File: config.mk
export PLATFORM = sky130hd
export DESIGN_NAME = decode_ctrl
export DESIGN_NICKNAME = d
export VERILOG_FILES = /design/src/rtl/nesrv_pkg.sv /design/src/rtl/decode_ctrl_main_dec.sv /design/src/rtl/decode_ctrl.sv
export SDC_FILE = /design/constraint.sdc
export NUM_CORES = 1
export LEC_CHECK = 0
export CORE_MARGIN = 4
export CORE_UTILIZATION = 46
export CTS_CLUSTER_SIZE = 40
export DETAILED_ROUTE_END_ITERATION = 7
export PLACE_DENSITY = 0.86
export REMOVE_ABC_BUFFERS = 1
export SETUP_SLACK_MARGIN = 0.02
export SLEW_MARGIN = 20
export SYNTH_ARGS = -nofsm -noshare
export SYNTH_HDL_FRONTEND = slang
export SYNTH_SLANG_ARGS = --single-unit
File: constraint.sdc
create_clock -name clk_i -period 3.6 [get_ports clk_i]
set_clock_uncertainty 0.15 [all_clocks]
set_input_delay 0.36 -clock clk_i [delete_from_list [all_inputs] [get_ports clk_i]]
set_output_delay 0.36 -clock clk_i [all_outputs]
set_load 0.01 [all_outputs]
File: src/rtl/nesrv_pkg.sv
// Shared NESRV decode types: immediate selects, ALU ops, result sources,
// RV32I opcodes and the control bundle passed from decode into the E stage.
package nesrv_pkg;

  typedef enum logic [2:0] {
    IMM_I     = 3'b000,
    IMM_S     = 3'b001,
    IMM_B     = 3'b010,
    IMM_J     = 3'b011,
    IMM_RSV4  = 3'b100,
    IMM_SHAMT = 3'b101,
    IMM_RSV6  = 3'b110,
    IMM_U     = 3'b111
  } immsrc_e;

  typedef enum logic [3:0] {
    ALU_ADD   = 4'd0,
    ALU_SUB   = 4'd1,
    ALU_SLL   = 4'd2,
    ALU_SLT   = 4'd3,
    ALU_SLTU  = 4'd4,
    ALU_XOR   = 4'd5,
    ALU_SRL   = 4'd6,
    ALU_SRA   = 4'd7,
    ALU_OR    = 4'd8,
    ALU_AND   = 4'd9,
    ALU_PASSB = 4'd10
  } alu_op_e;

  typedef enum logic [1:0] {
    RES_ALU = 2'b00,
    RES_MEM = 2'b01,
    RES_PC4 = 2'b10
  } resultsrc_e;

  localparam logic [6:0] OP     = 7'b0110011;
  localparam logic [6:0] OP_IMM = 7'b0010011;
  localparam logic [6:0] LOAD   = 7'b0000011;
  localparam logic [6:0] STORE  = 7'b0100011;
  localparam logic [6:0] BRANCH = 7'b1100011;
  localparam logic [6:0] JAL    = 7'b1101111;
  localparam logic [6:0] JALR   = 7'b1100111;
  localparam logic [6:0] LUI    = 7'b0110111;
  localparam logic [6:0] AUIPC  = 7'b0010111;

  typedef struct packed {
    logic       regwrite;
    logic       memwrite;
    logic       memread;
    logic       alusrc;
    logic       branch;
    logic       jump;
    logic       jalr;
    resultsrc_e resultsrc;
    alu_op_e    alucontrol;
  } ctrl_t;

  // All-zero control: what bubbles, invalid slots and illegal slots carry.
  localparam ctrl_t CTRL_NOP = '{
    regwrite:   1'b0,
    memwrite:   1'b0,
    memread:    1'b0,
    alusrc:     1'b0,
    branch:     1'b0,
    jump:       1'b0,
    jalr:       1'b0,
    resultsrc:  RES_ALU,
    alucontrol: ALU_ADD
  };

  // Register-register ALU op from funct3; alt selects SUB/SRA (funct7[5]).
  function automatic alu_op_e alu_from_funct(input logic [2:0] funct3, input logic alt);
    alu_op_e op;
    case (funct3)
      3'b000:  op = alt ? ALU_SUB : ALU_ADD;
      3'b001:  op = ALU_SLL;
      3'b010:  op = ALU_SLT;
      3'b011:  op = ALU_SLTU;
      3'b100:  op = ALU_XOR;
      3'b101:  op = alt ? ALU_SRA : ALU_SRL;
      3'b110:  op = ALU_OR;
      default: op = ALU_AND;
    endcase
    return op;
  endfunction

endpackage

File: src/rtl/decode_ctrl_main_dec.sv
// Combinational RV32I main decoder: opcode/funct3/funct7 to control bundle,
// immediate select, source-register usage and an illegal-encoding flag.
module main_dec
  import nesrv_pkg::*;
(
  input  logic [6:0] opcode_i,
  input  logic [2:0] funct3_i,
  input  logic [6:0] funct7_i,
  output ctrl_t      ctrl_o,
  output immsrc_e    immsrc_o,
  output logic       uses_rs1_o,
  output logic       uses_rs2_o,
  output logic       illegal_o
);

  // Per-opcode control; anything not listed falls through as illegal.
  always_comb begin
    ctrl_o     = CTRL_NOP;
    immsrc_o   = IMM_I;
    uses_rs1_o = 1'b1;
    uses_rs2_o = 1'b0;
    illegal_o  = 1'b0;
    case (opcode_i)
      OP: begin
        uses_rs2_o        = 1'b1;
        ctrl_o.regwrite   = 1'b1;
        ctrl_o.alucontrol = alu_from_funct(funct3_i, funct7_i[5]);
        if (!((funct7_i == 7'h00) ||
              ((funct7_i == 7'h20) && ((funct3_i == 3'b000) || (funct3_i == 3'b101)))))
          illegal_o = 1'b1;
      end
      OP_IMM: begin
        ctrl_o.regwrite = 1'b1;
        ctrl_o.alusrc   = 1'b1;
        case (funct3_i)
          3'b001: begin
            immsrc_o          = IMM_SHAMT;
            ctrl_o.alucontrol = ALU_SLL;
            if (funct7_i != 7'h00) illegal_o = 1'b1;
          end
          3'b101: begin
            immsrc_o          = IMM_SHAMT;
            ctrl_o.alucontrol = funct7_i[5] ? ALU_SRA : ALU_SRL;
            if ((funct7_i != 7'h00) && (funct7_i != 7'h20)) illegal_o = 1'b1;
          end
          default: ctrl_o.alucontrol = alu_from_funct(funct3_i, 1'b0);
        endcase
      end
      LOAD: begin
        ctrl_o.regwrite  = 1'b1;
        ctrl_o.memread   = 1'b1;
        ctrl_o.alusrc    = 1'b1;
        ctrl_o.resultsrc = RES_MEM;
        if ((funct3_i == 3'b011) || (funct3_i == 3'b110) || (funct3_i == 3'b111))
          illegal_o = 1'b1;
      end
      STORE: begin
        uses_rs2_o      = 1'b1;
        immsrc_o        = IMM_S;
        ctrl_o.memwrite = 1'b1;
        ctrl_o.alusrc   = 1'b1;
        if (funct3_i > 3'b010) illegal_o = 1'b1;
      end
      BRANCH: begin
        uses_rs2_o        = 1'b1;
        immsrc_o          = IMM_B;
        ctrl_o.branch     = 1'b1;
        ctrl_o.alucontrol = ALU_SUB;
        if ((funct3_i == 3'b010) || (funct3_i == 3'b011)) illegal_o = 1'b1;
      end
      JAL: begin
        uses_rs1_o       = 1'b0;
        immsrc_o         = IMM_J;
        ctrl_o.regwrite  = 1'b1;
        ctrl_o.jump      = 1'b1;
        ctrl_o.resultsrc = RES_PC4;
      end
      JALR: begin
        ctrl_o.regwrite  = 1'b1;
        ctrl_o.jalr      = 1'b1;
        ctrl_o.alusrc    = 1'b1;
        ctrl_o.resultsrc = RES_PC4;
        if (funct3_i != 3'b000) illegal_o = 1'b1;
      end
      LUI: begin
        uses_rs1_o        = 1'b0;
        immsrc_o          = IMM_U;
        ctrl_o.regwrite   = 1'b1;
        ctrl_o.alusrc     = 1'b1;
        ctrl_o.alucontrol = ALU_PASSB;
      end
      AUIPC: begin
        uses_rs1_o      = 1'b0;
        immsrc_o        = IMM_U;
        ctrl_o.regwrite = 1'b1;
        ctrl_o.alusrc   = 1'b1;
      end
      default: illegal_o = 1'b1;
    endcase
  end

endmodule

File: src/rtl/decode_ctrl.sv
// NESRV decode-stage controller: immediate select to the extender, ID/EX
// register with valid/ready handshake, load-use bubble and flush of E.
// Optional macro DECODE_ILLEGAL_TRAP_EN: illegal encodings raise illegal_o
// for their slot; otherwise illegal_o is tied 0 and they become NOPs.
module decode_ctrl
  import nesrv_pkg::*;
#(
  parameter int XLEN = 32
) (
  input  logic            clk_i,
  input  logic            rst_i,
  input  logic [XLEN-1:0] instr_i,
  input  logic            valid_i,
  output logic            ready_o,
  input  logic            flush_i,
  output logic [2:0]      immsrcD_o,
  output logic            valid_o,
  input  logic            ready_i,
  output logic            regwriteE_o,
  output logic            memwriteE_o,
  output logic            memreadE_o,
  output logic            alusrcE_o,
  output logic            branchE_o,
  output logic            jumpE_o,
  output logic            jalrE_o,
  output logic [1:0]      resultsrcE_o,
  output logic [3:0]      alucontrolE_o,
  output logic [2:0]      funct3E_o,
  output logic [4:0]      rdE_o,
  output logic [4:0]      rs1E_o,
  output logic [4:0]      rs2E_o,
  output logic            illegal_o
);

  ctrl_t      dec_ctrl;
  immsrc_e    dec_immsrc;
  logic       uses_rs1;
  logic       uses_rs2;
  logic       dec_illegal;

  logic [2:0] funct3_dec;
  logic [4:0] rd_dec;
  logic [4:0] rs1_dec;
  logic [4:0] rs2_dec;

  logic       valid_q, valid_d;
  ctrl_t      ctrl_q, ctrl_d;
  logic [2:0] funct3_q, funct3_d;
  logic [4:0] rd_q, rd_d;
  logic [4:0] rs1_q, rs1_d;
  logic [4:0] rs2_q, rs2_d;

  logic       advance;
  logic       hazard;
  logic       clear_slot;
  logic       load_slot;

  assign funct3_dec = instr_i[14:12];
  assign rd_dec     = instr_i[11:7];
  assign rs1_dec    = instr_i[19:15];
  assign rs2_dec    = instr_i[24:20];

  main_dec u_main_dec (
    .opcode_i   (instr_i[6:0]),
    .funct3_i   (funct3_dec),
    .funct7_i   (instr_i[31:25]),
    .ctrl_o     (dec_ctrl),
    .immsrc_o   (dec_immsrc),
    .uses_rs1_o (uses_rs1),
    .uses_rs2_o (uses_rs2),
    .illegal_o  (dec_illegal)
  );

  assign immsrcD_o = dec_immsrc;

  // Handshake and load-use interlock; rd = x0 never creates a dependency.
  always_comb begin
    advance    = ready_i | ~valid_q;
    hazard     = valid_i & valid_q & ctrl_q.memread & (rd_q != 5'd0) &
                 ((uses_rs1 & (rs1_dec == rd_q)) | (uses_rs2 & (rs2_dec == rd_q)));
    ready_o    = flush_i | (advance & ~hazard);
    clear_slot = flush_i | (advance & hazard);
    load_slot  = ~clear_slot & advance;
  end

  // E-register next state: flush/bubble clear, advance loads, else hold.
  always_comb begin
    valid_d  = valid_q;
    ctrl_d   = ctrl_q;
    funct3_d = funct3_q;
    rd_d     = rd_q;
    rs1_d    = rs1_q;
    rs2_d    = rs2_q;
    if (clear_slot || (load_slot && !valid_i)) begin
      valid_d  = 1'b0;
      ctrl_d   = CTRL_NOP;
      funct3_d = 3'b000;
      rd_d     = 5'd0;
      rs1_d    = 5'd0;
      rs2_d    = 5'd0;
    end else if (load_slot) begin
      valid_d  = 1'b1;
      ctrl_d   = dec_illegal ? CTRL_NOP : dec_ctrl;
      funct3_d = funct3_dec;
      rd_d     = rd_dec;
      rs1_d    = rs1_dec;
      rs2_d    = rs2_dec;
    end
  end

  // ID/EX register, cleared asynchronously.
  always_ff @(posedge clk_i or posedge rst_i) begin
    if (rst_i) begin
      valid_q  <= 1'b0;
      ctrl_q   <= CTRL_NOP;
      funct3_q <= 3'b000;
      rd_q     <= 5'd0;
      rs1_q    <= 5'd0;
      rs2_q    <= 5'd0;
    end else begin
      valid_q  <= valid_d;
      ctrl_q   <= ctrl_d;
      funct3_q <= funct3_d;
      rd_q     <= rd_d;
      rs1_q    <= rs1_d;
      rs2_q    <= rs2_d;
    end
  end

`ifdef DECODE_ILLEGAL_TRAP_EN
  logic illegal_q, illegal_d;

  // Illegal flag follows the same clear/load/hold priority as the E slot.
  always_comb begin
    illegal_d = illegal_q;
    if (clear_slot) illegal_d = 1'b0;
    else if (load_slot) illegal_d = valid_i & dec_illegal;
  end

  // Illegal flag register.
  always_ff @(posedge clk_i or posedge rst_i) begin
    if (rst_i) illegal_q <= 1'b0;
    else       illegal_q <= illegal_d;
  end

  assign illegal_o = illegal_q;
`else
  assign illegal_o = 1'b0;
`endif

  assign valid_o       = valid_q;
  assign regwriteE_o   = ctrl_q.regwrite;
  assign memwriteE_o   = ctrl_q.memwrite;
  assign memreadE_o    = ctrl_q.memread;
  assign alusrcE_o     = ctrl_q.alusrc;
  assign branchE_o     = ctrl_q.branch;
  assign jumpE_o       = ctrl_q.jump;
  assign jalrE_o       = ctrl_q.jalr;
  assign resultsrcE_o  = ctrl_q.resultsrc;
  assign alucontrolE_o = ctrl_q.alucontrol;
  assign funct3E_o     = funct3_q;
  assign rdE_o         = rd_q;
  assign rs1E_o        = rs1_q;
  assign rs2E_o        = rs2_q;

endmodule

==> flow_summary.yaml <==
timing:
  period_minus_slack_ps: 3207
  slew-limit-headroom: 0.6669
  hold_viol_final: 0
  setup_viol: 0
  maxSlewViolCount: 0
  post-route-period-util: 0.8907
  timing.fmax_ghz: 0.3119
  rsz0062_at_grt: "false"
  worst_slew_pin_slew_ps: 498.8
  tns_ps: 0
die:
  die_area_mm2: 0.004951
  die_height_um: 70.37
  pin_count: 74
  start_util: 0.4815
  core_area_mm2: 0.003716
  rows: 22
  die_w_um: 70.37
clocking:
  hold_buffers: 0
  cts_tree: "built"
  clock-sinks: 31
  cts_resized: 0
  cts_buffer_depth: 2
  root_buffer: "clkbuf_8"
  clkTransAtPathRegs_ps: 60
  cts_setup_buffers: 0
  numCtsBuffers: 5
  htree_num_levels: 2
  clkLatencyLatePin_ps: 270
cells_and_area:
  diodes: 0
  nNetsFinal: 294
  syn_to_final_growth_pct: 48.53
  stdcell_count: 305
  drive_gt1_frac: 0.1012
critical_path:
  rr_startpoint: "rdE_o[1]"
  r2r_cells: 6
  end_kind: "output port"
  arrival_ps: 2700
  critPathLaunchType: "input pin"
  criticalPathCategory: "input pin to output port"
  crit_required_ps: 3090
  r2r_slack_ps: 1020
  cp_max_fo: 9
  r2r-end: "alucontrolE_o[1]"
power:
  powerDensity_mw_per_mm2: 319.8
  power.leakage_nw: 1.101
  ir_drop_v: 0.0002626
routing:
  vias_per_cell: 5.600
  wl_per_cell_um: 16.28
  detail-route-antenna-nets: 0
  vias: 1708
  dr.pass1.iters: 4
  drc_errors: 0
  drt-total-wl_um: 4965
  drt-initial-drc-count: 119
yosys:
  synthTopCellsByCount: "dfrtp_1 (31), nand2_1 (19), a22o_1 (17)"
  synth-seq-cells: 31
  ys_warn_count: 0
  avgSynthCellArea_um2: 9.619
  yosys-top-cells-area: "dfrtp_1 (43%), a22o_1 (8.3%), nand2_1 (4.0%)"
  syn_inst: 186
  synth_edf_count: 0
  ys_types: 52
  ys_seq_area_frac: 0.4336
  synthArstFlopShare: 1.000
  yosysTopAreaCell: "dfrtp_1"
  syn-cell-area_mm2: 0.001789
  synth_ff_type: "dfrtp_1"
  yosysMostFrequentCell: "dfrtp_1"
  yosys.area.top_type_share: 0.4336
place:
  gp_congestion: 0.9293
  place_hpwl_um: 3857
  placedCellCount: 298
  numPortBuffers: 72
grt:
  grt_pass1_vias: 1720
  grt_overflow: 0
  antenna_found_initial: 0
  grt_use_total: 0.2066
  grt_max_degree: 32
  grt_pass1_wl_um: 8245
min_path:
  hold_class: "input pin to async pin"
run_status:
  status: "finished, final reports clean"
flow_run:
  maxCapViolCount: 0
==> critical path: stages <==
cell             delay [ps]
clkdlybuf4s50_1         540
nor4bb_1                480
nand3_1                 190
or3_2                   500
nand3_1                 100
nand2_1                  60
clkdlybuf4s50_1         480
==> state kept, by name, summed over array words and instances (netlist names), 3 cells and up <==
signal and flops:
alucontrolE_o 4, funct3E_o 3, rdE_o 5, rs2E_o 5, rs1E_o 5
==> per-layer routing <==
metal / vias to the layer above / global-route usage / share of wire
met5: - / 0 / 0
li1: 822 / - / -
met1: 836 / 0.2852 / 0.46
met2: 48 / 0.3368 / 0.50
met4: 0 / 0.03830 / 0.0060
met3: 2 / 0.04173 / 0.040
==> where the power goes <==
| part | total (mW) | internal (mW) | switching (mW) |
|---|---|---|---|
| Clock | 0.321 | 0.203 | 0.118 |
| Sequential | 0.369 | 0.359 | 0.00979 |
| Combinational | 0.160 | 0.0872 | 0.0730 |
| Total | 0.850 | 0.649 | 0.201 |
==> worst max path at each step <==
stage,startpoint,endpoint,depth (start not counted)
finish,instr_i[3],ready_o,7
CTS,instr_i[3],ready_o,7
global route,instr_i[3],ready_o,7
detailed placement,instr_i[3],ready_o,7
floorplan,rdE_o[1],jumpE_o,5
global placement,instr_i[3],ready_o,7
==> layout by cell type (no fill, tap or decap), types with 3 or more instances in the layout <==
cell,instances
buf_4,7
clkbuf_8,5
a21oi_1,5
xor2_1,5
or4_1,3
nor2_1,10
nor2b_1,7
nor3_1,4
dfrtp_1,31
nand2_1,19
o21ai_0,13
clkdlybuf4s50_1,72
a22o_1,17
xnor2_1,5
inv_1,4
o31ai_1,4
==> logic make-up (layout without fill, tap and decap cells) <==
logic type,after synthesis,in the layout,synth area share
other,1,1,0.002096
AO/OA/AOI/OAI,58,58,0.2518
XOR/XNOR,10,10,0.04895
flip-flops,31,31,0.4336
buffers and inverters,19,90,0.05034
AND/OR/NAND/NOR,66,66,0.2077
multiplexers,1,1,0.005595
==> metrics by stage <==
stage | setup WS, ps | util | total power, mW | hold slack (ps) | instance area (um^2)
after CTS | 383.6 | 0.7152 | 0.8564 | 335.0 | 2658
after detailed placement | 384.1 | 0.6875 | 0.5346 | 322.3 | 2555
after global routing | 227.0 | 0.7152 | 0.8905 | 368.2 | 2658
after floorplan | 440.8 | - | 0.4359 | 273.1 | 1714
final | 393.3 | 0.7152 | 0.8499 | 320.8 | 2658
after global placement | 495.1 | 0.6875 | 0.5326 | 314.9 | 2555
==> layout make-up <==
cell class	instances	area (um^2)
Fill cell	303	1059
Multi-Input combinational cell	136	930.9
Sequential cell	31	775.7
Timing Repair Buffer	79	773.2
Clock buffer	6	72.57
Tap cell	48	60.06
Clock inverter	1	30.03
Inverter	4	15.01
(Power assumes the default switching activity.)
